<file path="src/rtl/pixel_readout.sv">
// Pixel readout capture: orders incoming pixels into frames, tags start/end of
// frame, and buffers {sof, eof, data} words in a small FIFO for a ready/valid sink.
module pixel_readout #(
  parameter int PIXEL_COUNT = 4,
  parameter int DATA_WIDTH  = 8,
  parameter int FIFO_DEPTH  = 4
) (
  input  logic                           clk,
  input  logic                           reset,
  input  logic                           read,
  input  logic [$clog2(PIXEL_COUNT)-1:0] pixel_select,
  input  logic [DATA_WIDTH-1:0]          pixel_data,
  input  logic                           clear,
  output logic [DATA_WIDTH-1:0]          out_data,
  output logic                           out_valid,
  input  logic                           out_ready,
  output logic                           out_sof,
  output logic                           out_eof,
  output logic                           overflow,
  output logic                           seq_error,
  output logic [15:0]                    frame_count
);

  localparam int IDX_W = $clog2(PIXEL_COUNT);
  localparam int PTR_W = $clog2(FIFO_DEPTH);
  localparam int ENT_W = DATA_WIDTH + 2;
  localparam logic [IDX_W-1:0] LAST_IDX = IDX_W'(PIXEL_COUNT - 1);
  localparam logic [PTR_W:0]   FULL_CNT = (PTR_W + 1)'(FIFO_DEPTH);

  typedef enum logic {IDLE, CAPTURE} state_t;

  state_t             state, state_n;
  logic [IDX_W-1:0]   exp_idx, exp_idx_n;

  logic               push_req, push_sof, push_eof;
  logic               seq_ev, ovf_ev, frame_done;
  logic               push_ok, pop;

  logic [ENT_W-1:0]   mem [FIFO_DEPTH];
  logic [PTR_W-1:0]   wr_ptr, rd_ptr;
  logic [PTR_W:0]     count;
  logic [ENT_W-1:0]   head;

  always_ff @(posedge clk) begin
    if (!reset) begin
      state   <= IDLE;
      exp_idx <= '0;
    end else begin
      state   <= state_n;
      exp_idx <= exp_idx_n;
    end
  end

  // An out-of-order index 0 in CAPTURE abandons the partial frame and starts a new one.
  always_comb begin
    state_n    = state;
    exp_idx_n  = exp_idx;
    push_req   = 1'b0;
    push_sof   = 1'b0;
    push_eof   = 1'b0;
    seq_ev     = 1'b0;
    frame_done = 1'b0;
    if (read) begin
      unique case (state)
        IDLE: begin
          if (pixel_select == '0) begin
            push_req  = 1'b1;
            push_sof  = 1'b1;
            state_n   = CAPTURE;
            exp_idx_n = IDX_W'(1);
          end else begin
            seq_ev = 1'b1;
          end
        end
        CAPTURE: begin
          if (pixel_select == exp_idx) begin
            push_req = 1'b1;
            if (pixel_select == LAST_IDX) begin
              push_eof   = 1'b1;
              frame_done = 1'b1;
              state_n    = IDLE;
              exp_idx_n  = '0;
            end else begin
              exp_idx_n = exp_idx + IDX_W'(1);
            end
          end else begin
            seq_ev = 1'b1;
            if (pixel_select == '0) begin
              push_req  = 1'b1;
              push_sof  = 1'b1;
              state_n   = CAPTURE;
              exp_idx_n = IDX_W'(1);
            end else begin
              state_n   = IDLE;
              exp_idx_n = '0;
            end
          end
        end
        default: begin
          state_n   = IDLE;
          exp_idx_n = '0;
        end
      endcase
    end
  end

  assign out_valid = (count != '0);
  assign pop       = out_valid && out_ready;
  assign push_ok   = push_req && ((count != FULL_CNT) || pop);
  assign ovf_ev    = push_req && !push_ok;

  always_ff @(posedge clk) begin
    if (push_ok) mem[wr_ptr] <= {push_sof, push_eof, pixel_data};
  end

  always_ff @(posedge clk) begin
    if (!reset) begin
      wr_ptr <= '0;
      rd_ptr <= '0;
      count  <= '0;
    end else begin
      if (push_ok) wr_ptr <= wr_ptr + PTR_W'(1);
      if (pop)     rd_ptr <= rd_ptr + PTR_W'(1);
      unique case ({push_ok, pop})
        2'b10:   count <= count + (PTR_W + 1)'(1);
        2'b01:   count <= count - (PTR_W + 1)'(1);
        default: count <= count;
      endcase
    end
  end

  always_comb begin
    head     = mem[rd_ptr];
    out_data = '0;
    out_sof  = 1'b0;
    out_eof  = 1'b0;
    if (out_valid) begin
      out_data = head[DATA_WIDTH-1:0];
      out_eof  = head[DATA_WIDTH];
      out_sof  = head[DATA_WIDTH+1];
    end
  end

  // A same-cycle event outranks clear, so no error is lost at the moment of clearing.
  always_ff @(posedge clk) begin
    if (!reset) begin
      overflow    <= 1'b0;
      seq_error   <= 1'b0;
      frame_count <= '0;
    end else if (clear) begin
      overflow    <= ovf_ev;
      seq_error   <= seq_ev;
      frame_count <= 16'(frame_done);
    end else begin
      if (ovf_ev)     overflow    <= 1'b1;
      if (seq_ev)     seq_error   <= 1'b1;
      if (frame_done) frame_count <= frame_count + 16'd1;
    end
  end

endmodule

</file>
<file path="config.mk">
export PLATFORM = sky130hd
export DESIGN_NAME = pixel_readout
export DESIGN_NICKNAME = d
export VERILOG_FILES = /design/src/rtl/pixel_readout.sv
export SDC_FILE = /design/constraint.sdc
export NUM_CORES = 1
export LEC_CHECK = 0
export ABC_CLOCK_PERIOD_IN_PS = 3100
export CAP_MARGIN = 20
export CORE_ASPECT_RATIO = 1.2
export CORE_MARGIN = 2
export CORE_UTILIZATION = 54
export DETAILED_ROUTE_END_ITERATION = 7
export GPL_ROUTABILITY_DRIVEN = 0
export PLACE_DENSITY = 0.76
export SLEW_MARGIN = 30
export SYNTH_ARGS = -nofsm -noshare
export SYNTH_HDL_FRONTEND = slang
export SYNTH_SLANG_ARGS = --single-unit
export TNS_END_PERCENT = 20
</file>
<file path="constraint.sdc">
create_clock -name clk -period 3.1 [get_ports clk]
set_clock_uncertainty 0.1 [all_clocks]
set_input_delay 0.31 -clock clk [delete_from_list [all_inputs] [get_ports clk]]
set_output_delay 0.31 -clock clk [all_outputs]
set_load 0.01 [all_outputs]
</file>
Yosys cells after proc, flatten, opt, wreduce, memory -nomap -nowiden
Memory sizes are Yosys's and may differ from the RTL's. A register that Yosys moved wholly into a read port is not among the register bits.
Cells that the tools add are included.
Word-level totals
  register bits: 28
  latch bits: 0
  RAM bits: 40
  memory bits (read-only): 0
  output and inout port bits: 29
  logic and storage cells: 74
  memories: 1
Memory list
  mem: depth 4, width 10, read ports 1, clocked after Yosys merged registers in 1, wr ports 1, RTL line 39  | logic [ENT_W-1:0] mem [FIFO_DEPTH];
Operators by class
  $add $sub $neg: 6
  $mul: 0
  div/mod/pow operators: 0
  order comparisons: 0
  equality and inequality tests: 6
  shift-type cells: 0
  muxes and demuxes: 37
  bitwise operators: 2
  reduce and logical (&&, ||, !) cells: 13
Operator list (number)
  $mux W1: 25
  $add A16 B1 Y16 const B: 1
  $mux W2: 5
  $mux W8: 1
  $pmux W1 S2: 4
  $reduce_bool A2 Y1: 4
  $add A2 B1 Y2 const B: 3
  $pmux W3 S2: 1
  $eq A2 B2 Y1 const B: 2
  $pmux W2 S2: 1
  $add A3 B1 Y3 const B: 1
  $logic_and A1 B1 Y1: 3
  $ne A3 B3 Y1 const B: 1
  $reduce_bool A3 Y1: 1
  $sub A3 B1 Y3 const B: 1
  $eq A2 B1 Y1 const B: 1
  $eq A2 B2 Y1: 1
  $logic_not A2 Y1: 1
  $ne A2 B2 Y1 const B: 1
  $not A1 Y1: 2
  $reduce_and A2 Y1: 1
  $reduce_or A2 Y1: 1
  $logic_not A1 Y1: 1
  $logic_or A1 B1 Y1: 1

Depth between registers and ports, before layout
  word-level depth: 10
  depth in mapped cells: 10

Worst setup path after synthesis
Ideal clock, no wire load.
  path type: input-to-reg
  start point: input port pixel_select[0]
  end point: register count[2]
  setup time: 0.134 ns
  data arrival time: 2.559 ns
  data required time: 2.866 ns
  path slack: 0.307 ns
  cell stages on the path: 10
  path buffers: 1
  path through: buf_6 > and3_4 > o221a_4 > o21ai_1 > nand3_1 > fa_1 > nand4b_1 > nor2_1 > mux2_4 > or4_1
Between the ends
  cells in the longest elaborated chain, start to end: 8
Ends and longest elaborated chain
  from (decl): RTL line 11  | input logic [$clog2(PIXEL_COUNT)-1:0] pixel_select,
  $logic_not A2 Y1: RTL line 66, 88
  $mux W1: RTL line 66, 88
  $mux W1: RTL line 76  | if (pixel_select == exp_idx) begin
  $pmux W1 S2 (*): RTL line 64  | unique case (state)
  $mux W1 (*): RTL line 63  | if (read) begin
  $logic_and A1 B1 Y1 (*): RTL line 109  | assign push_ok = push_req && ((count != FULL_CNT) || pop);
  $eq A2 B1 Y1 / $eq A2 B2 Y1 (equally long branches): RTL line 124  | unique case ({push_ok, pop})
  $pmux W3 S2 / $reduce_bool A2 Y1 (equally long branches)
  to (signal assigned): RTL line 125  | 2'b10: count <= count + (PTR_W + 1)'(1);
  to (signal assigned): RTL line 126  | 2'b01: count <= count - (PTR_W + 1)'(1);
  to (signal assigned): RTL line 127  | default: count <= count;
  to (decl): RTL line 41  | logic [PTR_W:0] count;
Every way passes the cells marked *; elsewhere a longest branch is shown, timed or not.
A chain may end at the register's enable or synchronous reset.

Worst setup path in the final report
  start point: register exp_idx[1]
  end point: register count[2]
Between the ends
  cells in the longest elaborated chain, start to end: 7
Ends and longest elaborated chain
  from (decl): RTL line 33  | logic [IDX_W-1:0] exp_idx, exp_idx_n;
  from (signal assigned): RTL line 50  | exp_idx <= exp_idx_n;
  $eq A2 B2 Y1 (*): RTL line 76
  $mux W1 (*): RTL line 76
  $pmux W1 S2 (*): RTL line 64
  $mux W1 (*): RTL line 63
  $logic_and A1 B1 Y1 (*): RTL line 109
  $eq A2 B1 Y1 / $eq A2 B2 Y1 (equally long branches): RTL line 124
  $pmux W3 S2 / $reduce_bool A2 Y1 (equally long branches)
Marks and branches as above.

==> impl_metrics.env <==
export IMPL_status="completed"
export IMPL_final_cell_mix="clkdlybuf4s50_1, edfxtp_1, dfxtp_1"
export IMPL_timing_hold_ws_ps=418
export IMPL_root_buffer="clkbuf_8"
export IMPL_worst_slew_pin_slew_ps=510
export IMPL_reg2reg_from="exp_idx[1]"
export IMPL_crit_type="reg -> reg"
export IMPL_leakage_nw=1.36
export IMPL_grt_pass1_wl_microns=9520
export IMPL_startpoint_type="flip-flop"
export IMPL_dr_total_vias=2171
export IMPL_placementRows=30
export IMPL_max_slew_margin_rel_pct=65.9
export IMPL_first_pass_iters=4
export IMPL_final_area_sq_um=4050
export IMPL_async_reset_ff_share_pct=0
export IMPL_fmax_ghz=0.373
export IMPL_seq_area_sq_um=1800
export IMPL_clock_tree_buffer_depth=2
export IMPL_antenna_found_initial=0
export IMPL_slowest_stage="dfxtp_1"
export IMPL_peakVddDrop_uv=309
export IMPL_max_cap_violations=0
export IMPL_cts_setup_buffers=0
export IMPL_arrival_ps=2800
export IMPL_placed_area_sq_um=3780
export IMPL_period_share_pct=86.6
export IMPL_place_hpwl_microns=3980
export IMPL_synthCells=267
export IMPL_drive_above_1_share_pct=14.1
export IMPL_routed_wl_microns=5820
export IMPL_power_density_nw_per_um2=522
export IMPL_area_delta_synth_final_pct=25.7
export IMPL_max_stage_delay_ps=530
export IMPL_syn_area_per_cell_sq_um=12.1
export IMPL_cts_sinks=70
export IMPL_via_per_inst=5.35
export IMPL_track_usage_pct=19.3
export IMPL_ys_warnings_count=0
export IMPL_cts_buffers=9
export IMPL_ctsHoldBuffers=0
export IMPL_synth_distinct_cells=46
export IMPL_cts_tree="built"
export IMPL_top_level_ports=44
export IMPL_clk_pin_slew_ps=80
export IMPL_grt_max_degree=18
export IMPL_path_cells="o21ai_2, o221a_4, o21ai_1, nand3_1, fa_1, nand4b_1, nor2_1, mux2_4, or4_1"
export IMPL_mostFrequentLayoutCell="clkdlybuf4s50_1"
export IMPL_core_sq_um=5710
export IMPL_clock_latency_ps=340
export IMPL_yosysSeqAreaShare_pct=56.0
export IMPL_die_h_microns=88.6
export IMPL_fillers=426
export IMPL_nNetsFinal=342
export IMPL_portBuffers=43
export IMPL_holdPathStages=2
export IMPL_drtAntennaViolNets=0
export IMPL_ctsResizeCount=0
export IMPL_grt_pass1_vias=2048
export IMPL_drc=0
export IMPL_globalRouteOverflowTotal=0
export IMPL_fin_util_pct=70.9
export IMPL_fin_crit_ps=2680
export IMPL_endpoint_kind="flip-flop"
export IMPL_min_delay_start="frame_count[5]"
export IMPL_cp_top_family="simple AND/OR/NAND/NOR gates"
export IMPL_path_buf_inv=0
export IMPL_wl_per_cell_microns=14.3
export IMPL_multiInputGateArea_sq_um=1290
export IMPL_reg2reg_depth=9
export IMPL_rsz0062_at_grt="no"
export IMPL_start_util_pct=56.4
export IMPL_synth_edf_count=40
export IMPL_netlist_area_sq_um=3220
export IMPL_fin_tns_setup_ps=0
export IMPL_hold_viol_final=0
export IMPL_cts_max_level=3
export IMPL_syn_nets=288
export IMPL_setup_viol=0
export IMPL_cp_depth=9
export IMPL_synth_seq_cells=70
export IMPL_worstSetupStartpoint="exp_idx[1]"
export IMPL_die_x_microns=74.5
export IMPL_dieArea_sq_um=6600
export IMPL_n_antenna_cell=0
export IMPL_crit_fanout=10
export IMPL_ys_flop_type="edfxtp_1"
export IMPL_initialDrtViolationCount=78
export IMPL_hold_path_class="reg -> reg"
export IMPL_slew_violations=0
export IMPL_worstPathRequired_ps=3220
-- report_power, final --
| group | switching, mW | internal [mW] |
|---|---|---|
| Combinational | 0.0641 | 0.0730 |
| Sequential | 0.00846 | 0.991 |
| Clock | 0.354 | 0.620 |
| Total | 0.426 | 1.68 |
-- kinds of logic (layout without fill, tap and decap cells) --
| family | count (synthesis) | count (layout) | share of synthesized area [%] |
|---|---|---|---|
| simple gates | 106 | 106 | 18.0 |
| flops | 70 | 70 | 56.0 |
| buf+inv | 27 | 86 | 4.08 |
| compound gates | 25 | 25 | 5.75 |
| xor+xnor | 17 | 17 | 4.62 |
| mux | 16 | 16 | 9.06 |
| fa+ha+maj | 6 | 6 | 2.57 |
-- worst paths after layout --
| kind | end | slack [ps] |
|---|---|---|
| setup / recovery | count[2] | 420 |
| hold / removal | frame_count[5] | 420 |
| setup reg to reg | count[2] | 420 |
| hold reg to reg | frame_count[5] | 420 |
-- layer usage --
metal / wire [microns] / GRT usage, % / share of wire, %
met1: 2620 / 24.6 / 45
met2: 2860 / 31.8 / 49
met3: 263 / 4.56 / 4.5
met4: 74 / 7.95 / 1.3
met5: 0 / 0 / 0
-- sequential cells by signal, indices dropped and copies added (netlist names), named ones only --
name and flops:
count 3, exp_idx 2, frame_count 16, mem 40, overflow 1, rd_ptr 2
seq_error 1, state 1, wr_ptr 2
-- per-stage QoR --
| step | setup WS (ps) | power, mW | cells |
|---|---|---|---|
| 3_5_place_dp | 68.7 | 1.16 | 390 |
| 2_1_floorplan | 307 | 1.10 | 267 |
| 6_report | 416 | 2.11 | 406 |
| 3_3_place_gp | 97.9 | 1.16 | 390 |
| 4_1_cts | 403 | 2.12 | 406 |
| 5_1_grt | 212 | 2.17 | 406 |
-- synth_stat cells, types with 5 or more instances --
library cell / n / area share [%]
xnor2_1: 13 / 3.5
nand3_1: 11 / 1.7
clkbuf_1: 10 / 1.2
nor2b_1: 7 / 1.4
mux4_2: 10 / 7.0
a21oi_1: 6 / 0.93
ha_1: 5 / 1.9
edfxtp_1: 40 / 37
and3_1: 7 / 1.4
dfxtp_1: 30 / 19
and2_1: 17 / 3.3
nor3_1: 9 / 1.4
nor2_1: 19 / 2.2
inv_1: 12 / 1.4
nand2_1: 12 / 1.4
-- cell type report --
| type | instances | share of cell area (%) |
|---|---|---|
| sequential | 70 | 44.5 |
| clock inverter | 7 | 3.59 |
| tap | 80 | 2.47 |
| clock buffer | 9 | 3.06 |
| inverter | 12 | 1.11 |
| multi-input combinational | 170 | 31.8 |
| timing repair buffer | 58 | 13.4 |
-- worst min-delay path: cells and delay by family, from the launching register on --
kind / cells / cell delay (ps)
DFF: 1 / 340
AOI/OAI and AO/OA: 2 / 140
(Power assumes the default switching activity.)
